<file path="config.mk">
export PLATFORM = sky130hd
export DESIGN_NAME = seg7_scan_decoder
export DESIGN_NICKNAME = d
export VERILOG_FILES = /design/src/rtl/seg7_pkg.sv /design/src/rtl/seg7_pattern_decode.sv /design/src/rtl/seg7_scan_decoder.sv
export SDC_FILE = /design/constraint.sdc
export NUM_CORES = 1
export LEC_CHECK = 0
export CAP_MARGIN = 0
export CORE_UTILIZATION = 57
export DETAILED_ROUTE_END_ITERATION = 16
export GPL_ROUTABILITY_DRIVEN = 0
export HOLD_SLACK_MARGIN = 0.15
export MAX_ROUTING_LAYER = met4
export PLACE_DENSITY = 0.87
export SYNTH_ARGS = -nofsm -noshare
export SYNTH_HDL_FRONTEND = slang
export SYNTH_SLANG_ARGS = --single-unit
</file>
<file path="constraint.sdc">
create_clock -name CLK -period 3 [get_ports CLK]
set_clock_uncertainty 0.2 [all_clocks]
set_input_delay 0.75 -clock CLK [delete_from_list [all_inputs] [get_ports CLK]]
set_output_delay 0.75 -clock CLK [all_outputs]
set_load 0.05 [all_outputs]
</file>
<file path="src/rtl/seg7_pkg.sv">
// Shared 7-segment constants, digit codes and scan-FSM encoding for the Segment7 encoder/decoder pair.
package seg7_pkg;

    localparam int unsigned SEG_W      = 8;
    localparam int unsigned DIG_W      = 4;
    localparam int unsigned NUM_DIGITS = 3;

    // Bit positions on the segment bus
    localparam int unsigned SEG_A  = 0;
    localparam int unsigned SEG_B  = 1;
    localparam int unsigned SEG_C  = 2;
    localparam int unsigned SEG_D  = 3;
    localparam int unsigned SEG_E  = 4;
    localparam int unsigned SEG_F  = 5;
    localparam int unsigned SEG_G  = 6;
    localparam int unsigned SEG_DP = 7;

    // Lit-high patterns, bit 0 = segment a
    localparam logic [6:0] SEG_0     = 7'h3F;
    localparam logic [6:0] SEG_1     = 7'h06;
    localparam logic [6:0] SEG_2     = 7'h5B;
    localparam logic [6:0] SEG_3     = 7'h4F;
    localparam logic [6:0] SEG_4     = 7'h66;
    localparam logic [6:0] SEG_5     = 7'h6D;
    localparam logic [6:0] SEG_6     = 7'h7D;
    localparam logic [6:0] SEG_7     = 7'h07;
    localparam logic [6:0] SEG_7_ALT = 7'h27;
    localparam logic [6:0] SEG_8     = 7'h7F;
    localparam logic [6:0] SEG_9     = 7'h6F;
    localparam logic [6:0] SEG_BLANK = 7'h00;

    localparam logic [DIG_W-1:0] DIGIT_BLANK = 4'hF;
    localparam logic [DIG_W-1:0] DIGIT_BAD   = 4'hE;

    typedef enum logic [1:0] {
        ST_WAIT_SEL = 2'd0,
        ST_SETTLE   = 2'd1,
        ST_HOLD     = 2'd2
    } scan_state_e;

    typedef struct packed {
        logic             dp;
        logic [DIG_W-1:0] digit;
    } digit_slot_t;

    function automatic logic is_onehot3(input logic [2:0] s);
        return (s == 3'b001) || (s == 3'b010) || (s == 3'b100);
    endfunction

endpackage

</file>
<file path="src/rtl/seg7_pattern_decode.sv">
// Combinational inverse of the 7-segment encoder table: pattern to BCD digit plus an undecodable flag.
module seg7_pattern_decode
    import seg7_pkg::*;
(
    input  logic [6:0]       seg,
    output logic [DIG_W-1:0] digit,
    output logic             bad
);

    always_comb begin
        digit = DIGIT_BAD;
        bad   = 1'b1;
        case (seg)
            SEG_0:     begin digit = 4'd0;        bad = 1'b0; end
            SEG_1:     begin digit = 4'd1;        bad = 1'b0; end
            SEG_2:     begin digit = 4'd2;        bad = 1'b0; end
            SEG_3:     begin digit = 4'd3;        bad = 1'b0; end
            SEG_4:     begin digit = 4'd4;        bad = 1'b0; end
            SEG_5:     begin digit = 4'd5;        bad = 1'b0; end
            SEG_6:     begin digit = 4'd6;        bad = 1'b0; end
            SEG_7:     begin digit = 4'd7;        bad = 1'b0; end
            SEG_7_ALT: begin digit = 4'd7;        bad = 1'b0; end
            SEG_8:     begin digit = 4'd8;        bad = 1'b0; end
            SEG_9:     begin digit = 4'd9;        bad = 1'b0; end
            SEG_BLANK: begin digit = DIGIT_BLANK; bad = 1'b0; end
            default:   begin digit = DIGIT_BAD;   bad = 1'b1; end
        endcase
    end

endmodule

</file>
<file path="src/rtl/seg7_scan_decoder.sv">
// Monitors a multiplexed 3-digit 7-segment scan, captures each settled digit and reports whole frames.
module seg7_scan_decoder
    import seg7_pkg::*;
#(
    parameter int unsigned SETTLE         = 4,
    parameter int unsigned TIMEOUT        = 65536,
    parameter bit          SEG_ACTIVE_LOW = 1'b1,
    parameter bit          SEL_ACTIVE_LOW = 1'b1
) (
    input  logic             CLK,
    input  logic             RESET,
    input  logic             D1,
    input  logic             D2,
    input  logic             D3,
    input  logic [SEG_W-1:0] DOUT,
    output logic [DIG_W-1:0] DIGIT0,
    output logic [DIG_W-1:0] DIGIT1,
    output logic [DIG_W-1:0] DIGIT2,
    output logic [2:0]       DP,
    output logic             FRAME_VALID,
    output logic             BAD_PATTERN,
    output logic             STALE
);

    localparam int unsigned CNT_W = 8;
    localparam int unsigned TO_W  = 17;

    logic [2:0]       sel_raw_c;
    logic [SEG_W-1:0] seg_raw_c;
    logic [2:0]       sel_q;
    logic [SEG_W-1:0] seg_q;
    logic             sel_valid_c;

    scan_state_e      state_q, state_d;
    logic [2:0]       lat_sel_q, lat_sel_d;
    logic [SEG_W-1:0] lat_seg_q, lat_seg_d;
    logic [CNT_W-1:0] cnt_q, cnt_d;
    logic             capture_c;

    logic [DIG_W-1:0] dec_digit_c;
    logic             dec_bad_c;

    digit_slot_t      shadow_q [NUM_DIGITS];
    logic [2:0]       mask_q;
    logic             bad_q;
    logic [TO_W-1:0]  tcnt_q;
    logic             timeout_hit_c;

    // Normalise polarity to one-hot select and lit-high segments
    always_comb begin
        sel_raw_c = SEL_ACTIVE_LOW ? ~{D3, D2, D1} : {D3, D2, D1};
        seg_raw_c = SEG_ACTIVE_LOW ? ~DOUT : DOUT;
    end

    always_ff @(posedge CLK) begin
        if (RESET) begin
            sel_q <= 3'b000;
            seg_q <= '0;
        end else begin
            sel_q <= sel_raw_c;
            seg_q <= seg_raw_c;
        end
    end

    assign sel_valid_c = is_onehot3(sel_q);

    always_ff @(posedge CLK) begin
        if (RESET) begin
            state_q   <= ST_WAIT_SEL;
            lat_sel_q <= 3'b000;
            lat_seg_q <= '0;
            cnt_q     <= '0;
        end else begin
            state_q   <= state_d;
            lat_sel_q <= lat_sel_d;
            lat_seg_q <= lat_seg_d;
            cnt_q     <= cnt_d;
        end
    end

    // Capture fires once the latched strobe/pattern has been seen SETTLE times in a row
    always_comb begin
        state_d   = state_q;
        lat_sel_d = lat_sel_q;
        lat_seg_d = lat_seg_q;
        cnt_d     = cnt_q;
        capture_c = 1'b0;
        case (state_q)
            ST_WAIT_SEL: begin
                if (sel_valid_c) begin
                    lat_sel_d = sel_q;
                    lat_seg_d = seg_q;
                    cnt_d     = CNT_W'(1);
                    state_d   = ST_SETTLE;
                end
            end
            ST_SETTLE: begin
                if (cnt_q == CNT_W'(SETTLE)) begin
                    capture_c = 1'b1;
                    state_d   = ST_HOLD;
                end else if ((sel_q == lat_sel_q) && (seg_q == lat_seg_q)) begin
                    cnt_d = cnt_q + CNT_W'(1);
                end else if (sel_valid_c) begin
                    lat_sel_d = sel_q;
                    lat_seg_d = seg_q;
                    cnt_d     = CNT_W'(1);
                end else begin
                    state_d = ST_WAIT_SEL;
                end
            end
            ST_HOLD: begin
                if (sel_q != lat_sel_q) begin
                    state_d = ST_WAIT_SEL;
                end
            end
            default: state_d = ST_WAIT_SEL;
        endcase
    end

    seg7_pattern_decode u_decode (
        .seg   (lat_seg_q[SEG_G:SEG_A]),
        .digit (dec_digit_c),
        .bad   (dec_bad_c)
    );

    assign timeout_hit_c = !capture_c && (tcnt_q == TO_W'(TIMEOUT - 1));

    // Frame assembly, publication and stall watchdog
    always_ff @(posedge CLK) begin
        if (RESET) begin
            for (int unsigned i = 0; i < NUM_DIGITS; i++) begin
                shadow_q[i] <= '{dp: 1'b0, digit: DIGIT_BLANK};
            end
            mask_q      <= 3'b000;
            bad_q       <= 1'b0;
            tcnt_q      <= '0;
            DIGIT0      <= DIGIT_BLANK;
            DIGIT1      <= DIGIT_BLANK;
            DIGIT2      <= DIGIT_BLANK;
            DP          <= 3'b000;
            FRAME_VALID <= 1'b0;
            BAD_PATTERN <= 1'b0;
            STALE       <= 1'b0;
        end else begin
            FRAME_VALID <= 1'b0;

            if (capture_c) begin
                tcnt_q <= '0;
            end else if (tcnt_q != TO_W'(TIMEOUT)) begin
                tcnt_q <= tcnt_q + TO_W'(1);
            end

            if (mask_q == 3'b111) begin
                DIGIT0      <= shadow_q[0].digit;
                DIGIT1      <= shadow_q[1].digit;
                DIGIT2      <= shadow_q[2].digit;
                DP          <= {shadow_q[2].dp, shadow_q[1].dp, shadow_q[0].dp};
                BAD_PATTERN <= bad_q;
                FRAME_VALID <= 1'b1;
                STALE       <= 1'b0;
                mask_q      <= 3'b000;
                bad_q       <= 1'b0;
            end

            if (timeout_hit_c) begin
                STALE  <= 1'b1;
                mask_q <= 3'b000;
                bad_q  <= 1'b0;
                for (int unsigned i = 0; i < NUM_DIGITS; i++) begin
                    shadow_q[i] <= '{dp: 1'b0, digit: DIGIT_BLANK};
                end
            end else if (capture_c) begin
                mask_q <= mask_q | lat_sel_q;
                bad_q  <= bad_q | dec_bad_c;
                for (int unsigned i = 0; i < NUM_DIGITS; i++) begin
                    if (lat_sel_q[i]) begin
                        shadow_q[i] <= '{dp: lat_seg_q[SEG_DP], digit: dec_digit_c};
                    end
                end
            end
        end
    end

endmodule

</file>
After elaboration in Yosys (flattened, before gate mapping) --
Memories as Yosys holds them, arrays and structs flattened. A register that Yosys moved wholly into a read port is not among the register bits. Index checks and enable logic that the tools add are counted.
Storage, ports and cells: output and inout port bits 18, bits in writable memories 15, input bits 13, word-level logic and storage cells 125, memories 1, register bits after elaboration 56
Memory list:
- shadow_q | depth 3, width 5, read ports 3, clocked after Yosys merged registers in 3, wr ports 3, RTL line seg7_scan_decoder.sv:43 | digit_slot_t shadow_q [NUM_DIGITS];
Operators by class: mux-type cells 54, reductions and logical operators 17, $add $sub $neg 2, equal/unequal tests 29, bitwise operators 10
Operator list (number):
- $eq 7x7->1 const B | 7
- $mux 8 | 6
- $pmux 4 s11 | 1
- $pmux 8 s2 | 2
- $mux 5 | 6
- $mux 1 | 27
- $add 17x1->17 const B | 1
- $eq 17x16->1 const B | 1
- $ne 17x17->1 const B | 1
- $mux 3 | 5
- $eq 7x3->1 const B | 2
- $eq 7x6->1 const B | 2
- $reduce_or 12->1 | 1
- $mux 2 | 5
- $add 8x1->8 const B | 1
- $eq 8x3->1 const B | 1
- $eq 8x8->1 | 1
- $ne 2x2->1 const B | 4
- $not 8->8 | 1
- $logic_not 7->1 | 1
- $or 1x1->1 | 7
- $eq 3x3->1 const B | 2
- $ne 3x3->1 const B | 2
- $pmux 2 s3 | 1
- 18 further kinds | 24

Longest topological paths before layout --
word-level depth 10, depth in mapped cells 9, gate-level depth less buffers 8

By module --
A second synthesis with hierarchy kept.
Unflattened totals: cell total of the unflattened synthesis 408, area total of the unflattened synthesis 3861.2 sq um
Modules (own cells, without submodules):
- seg7_scan_decoder | sequential area each 1871.8 sq um, cells an instance 373, area an instance 3592.2 sq um, times used 1
- seg7_pattern_decode | sequential area each 0.0 sq um, cells an instance 35, area an instance 269.0 sq um, times used 1

Worst setup path before layout --
OpenSTA, ideal clock, no wires.
path type flip-flop to flip-flop, start reg cnt_q[0], end mem shadow_q[0][11] in the netlist's numbering (data pin), data required time 2.522 ns, period minus slack after synthesis 2.278 ns, data arrival time 1.800 ns, cell stages (with the launch flop) 9, setup slack 0.722 ns, buffers on the path 1, library setup time 0.278 ns, path through dfxtp_1 > inv_1 > ha_1 > or4b_4 > nor4_1 > buf_2 > nand3b_1 > nor2_1 > o21ai_0
RTL lines:
- from (decl) | RTL line seg7_scan_decoder.sv:37 | logic [CNT_W-1:0] cnt_q, cnt_d;
- from (signal assigned) | RTL line seg7_scan_decoder.sv:77 | cnt_q <= cnt_d;
- to (decl) | RTL line seg7_scan_decoder.sv:43

Worst setup path in the final report --
start reg lat_seg_q[2], end reg cnt_q[2]
Between the ends: word-level cells in the longest chain between the ends 5
Ends and longest elaborated chain:
- from (decl) | RTL line seg7_scan_decoder.sv:36 | logic [SEG_W-1:0] lat_seg_q, lat_seg_d;
- from (signal assigned) | RTL line seg7_scan_decoder.sv:76 | lat_seg_q <= lat_seg_d;
- $eq 8x8->1 | RTL line seg7_scan_decoder.sv:101 | end else if ((sel_q == lat_sel_q) && (seg_q == lat_seg_q)) begin
- $logic_and 1x1->1 | RTL line seg7_scan_decoder.sv:101
- $mux 8 | RTL line seg7_scan_decoder.sv:101
- $mux 8 | RTL line seg7_scan_decoder.sv:98 | if (cnt_q == CNT_W'(SETTLE)) begin
- $pmux 8 s2 | RTL line seg7_scan_decoder.sv:88 | case (state_q)
Every way passes these cells. The select of a mux whose other input is x is not followed. A chain may end at the register's enable or synchronous reset.

==> summary.md <==
| Metric | Value |
|---|---|
| Final Instance Area | `4240 µm²` |
| Hold Path Depth | `2` |
| Final setup viols | `0` |
| Vias per cell | `5.68` |
| Clock buffer depth | `2` |
| Post-CTS setup buffers | `0` |
| Worst-margin pin slew | `674 ps` |
| Die area | `6800 µm²` |
| Starting Density | `60.6%` |
| CTS tree | `done` |
| Post-synth EDFFs | `15` |
| Fmax | `0.389 GHz` |
| Max_cap viols | `0` |
| Slew Viols, Final | `0` |
| Final Hold Fails | `0` |
| Final hold slack | `265 ps` |
| Worst VDD drop | `0.000343 V` |
| Post-Place Cells | `490` |
| FF+latch count, synth | `86` |
| Vias in the first global route | `2,721` |
| Unrepaired setup endpoints after global routing | `no` |
| Global route overflow | `0` |
| Worst Hold Launch | `shadow_q[0][12]$_DFFE_PP_` |
| FF+latch area | `1870 µm²` |
| Clk_lat worst skew | `360 ps` |
| Die height | `82.5 µm` |
| Syn Inst Count | `406` |
| Most common cell after layout, fill and taps aside | `dfxtp_1` |
| Static Leakage | `1.57 nW` |
| Unique masters post-synth | `47` |
| Area Overhead vs Synth | `14.7%` |
| Routed Antenna Nets | `0` |
| Asr flop ratio synth | `0%` |
| Core Rows | `28` |
| Largest net degree at the start of global routing | `32` |
| Final non-filler cell total | `505` |
| Crit. End Element | `flip-flop` |
| Worst setup margin | `430 ps` |
| Setup TNS Final | `0 ps` |
| Clock transition at path regs | `80 ps` |
| Hold WC Path Type | `reg -> reg` |
| Yosys warns | `0` |
| Antenna violations before repair | `0` |
| Net Count, Synth | `424` |
| Reg-to-reg critical path startpoint | `lat_seg_q[2]$_SDFFE_PP0P_` |
| Final worst-path cycle share | `85.7%` |
| Core area | `6100 µm²` |
| Post-Syn Area | `3690 µm²` |
| DR vias | `2,868` |
| Post-CTS Hold Buffers | `0` |
| Nets | `444` |
| WS Path Type | `reg -> reg` |
| Worst R2R Path Depth | `6` |
| Fraction of layout cells with a size suffix above 1 | `6.05%` |
| Predominant post-synthesis flop cell | `dfxtp_1` |
| First-pass GRT wire length | `11,900 µm` |
| Critical Path AT | `2640 ps` |
| CTS H-tree lvls | `3` |
| Seq/Total Area, Yosys | `50.7%` |
| # fillers | `451` |
| DRC Markers | `0` |
| Routed len/inst | `14.1 µm` |
| Reg2reg setup slack | `430 ps` |
| Max FO, Critical Path | `14` |
| Clk sinks | `86` |
| Commonest non-fill, non-tap cells in the layout | `dfxtp_1 (71), nand2_1 (54), nor2_1 (35)` |
| Hpwl dp | `5030 µm` |
| Clock root buffer | `clkbuf_8` |
| Startpoint Class | `flip-flop` |
| Pre-Repair DR Iteration Count | `5` |
| Die X | `82.5 µm` |
| Reg-to-reg endpoint | `cnt_q[2]$_SDFFE_PP0P_` |
| Port Buf Inserts | `30` |
| Area occupied by multi-input gates | `1680 µm²` |
| Synthesized area per cell | `9.09 µm²` |
| TritonCTS buffer count | `9` |
| I/O pin cnt | `31` |
| WHS Endpoint | `DIGIT2[2]$_SDFFE_PP1P_` |
| Max_slew headroom | `54.9%` |
| Post-layout min period | `2570 ps` |
| Critical Path RT | `3070 ps` |
| N_diodes | `0` |
| Status | `completed` |
| Power per cell area | `541 nW/µm²` |
| Placed cell area | `4000 µm²` |
| DP Worst Slack | `529 ps` |
| Final WL | `7140 µm` |
| GRT Total Usage | `24.3%` |
| Initial DRC count | `148` |
| CTS resizes | `0` |
==> registers in the layout (all words and copies together), names as in the netlist, 2 cells and up <==
signal and flops:
DIGIT0 4, DIGIT1 4, DIGIT2 4, DP 3, cnt_q 8, lat_seg_q 8, lat_sel_q 3, mask_q 3
seg_q 8, sel_q 3, shadow_q 15, state_q 2, tcnt_q 17
==> report_power, final <==
group / leakage, nW / internal [mW] / switching [mW]
combinational: 0.765 / 0.0655 / 0.0776
sequential: 0.690 / 1.19 / 0.0313
clock: 0.118 / 0.537 / 0.386
==> Yosys cell counts, drive strengths merged (10+ instances only) <==
master  number  area, µm²
dfxtp       71       1420
and3        10       62.6
nand2       54        203
xor2        21        184
clkbuf      17       63.8
nand3b      15        113
nor2        35        131
nand3       23        115
edfxtp      15        450
a21oi       28        140
o21ai       22        110
==> worst max path at each step <==
stage	startpoint	end	depth (start not counted)
4_1_cts	lat_seg_q[2]$_SDFFE_PP0P_	cnt_q[2]$_SDFFE_PP0P_	6
3_5_place_dp	lat_seg_q[2]$_SDFFE_PP0P_	cnt_q[2]$_SDFFE_PP0P_	6
2_1_floorplan	cnt_q[0]$_SDFFE_PP0P_	shadow_q[0][11]$_DFFE_PP_	8
5_1_grt	lat_seg_q[2]$_SDFFE_PP0P_	cnt_q[2]$_SDFFE_PP0P_	6
3_3_place_gp	lat_seg_q[2]$_SDFFE_PP0P_	cnt_q[2]$_SDFFE_PP0P_	6
6_report	lat_seg_q[2]$_SDFFE_PP0P_	cnt_q[2]$_SDFFE_PP0P_	6
==> worst max-delay path, stage by stage, from the launching register on <==
cell and delay [ps]:
dfxtp_1 550, xor2_1 110, nor4_1 460, and4_1 570
buf_4 240, mux2i_1 90, a211oi_1 270
==> per-layer routing <==
metal,track usage [%],vias to the layer above,wire [µm]
li1,-,1461,-
met1,27.8,1320,3210
met2,39.8,77,3530
met3,5.93,10,286
met4,12.1,0,118
met5,-,-,0
==> kinds of logic after synthesis <==
kind of cell	Yosys count	share of synthesized area, %
XOR/XNOR	27	6.41
AND/OR/NAND/NOR	183	25.8
buffers and inverters	33	3.69
multiplexers	3	0.881
adder cells (fa/ha/maj)	5	1.69
flip-flops	86	50.7
AO/OA/AOI/OAI	69	10.8
==> cell type report <==
class | count | share of cell area [%]
sequential | 86 | 44.2
multi-input combinational | 287 | 39.7
timing repair buffer | 34 | 7.68
clock buffer | 12 | 3.93
tap | 75 | 2.22
clock inverter | 3 | 1.54
inverter | 8 | 0.709
==> through the flow <==
stage	util, %	power [mW]
floorplan	-	1.35
global placement	65.7	1.39
detailed placement	65.7	1.39
CTS	69.5	2.30
global route	69.5	2.38
finish	69.5	2.29
(Power assumes the default switching activity.)
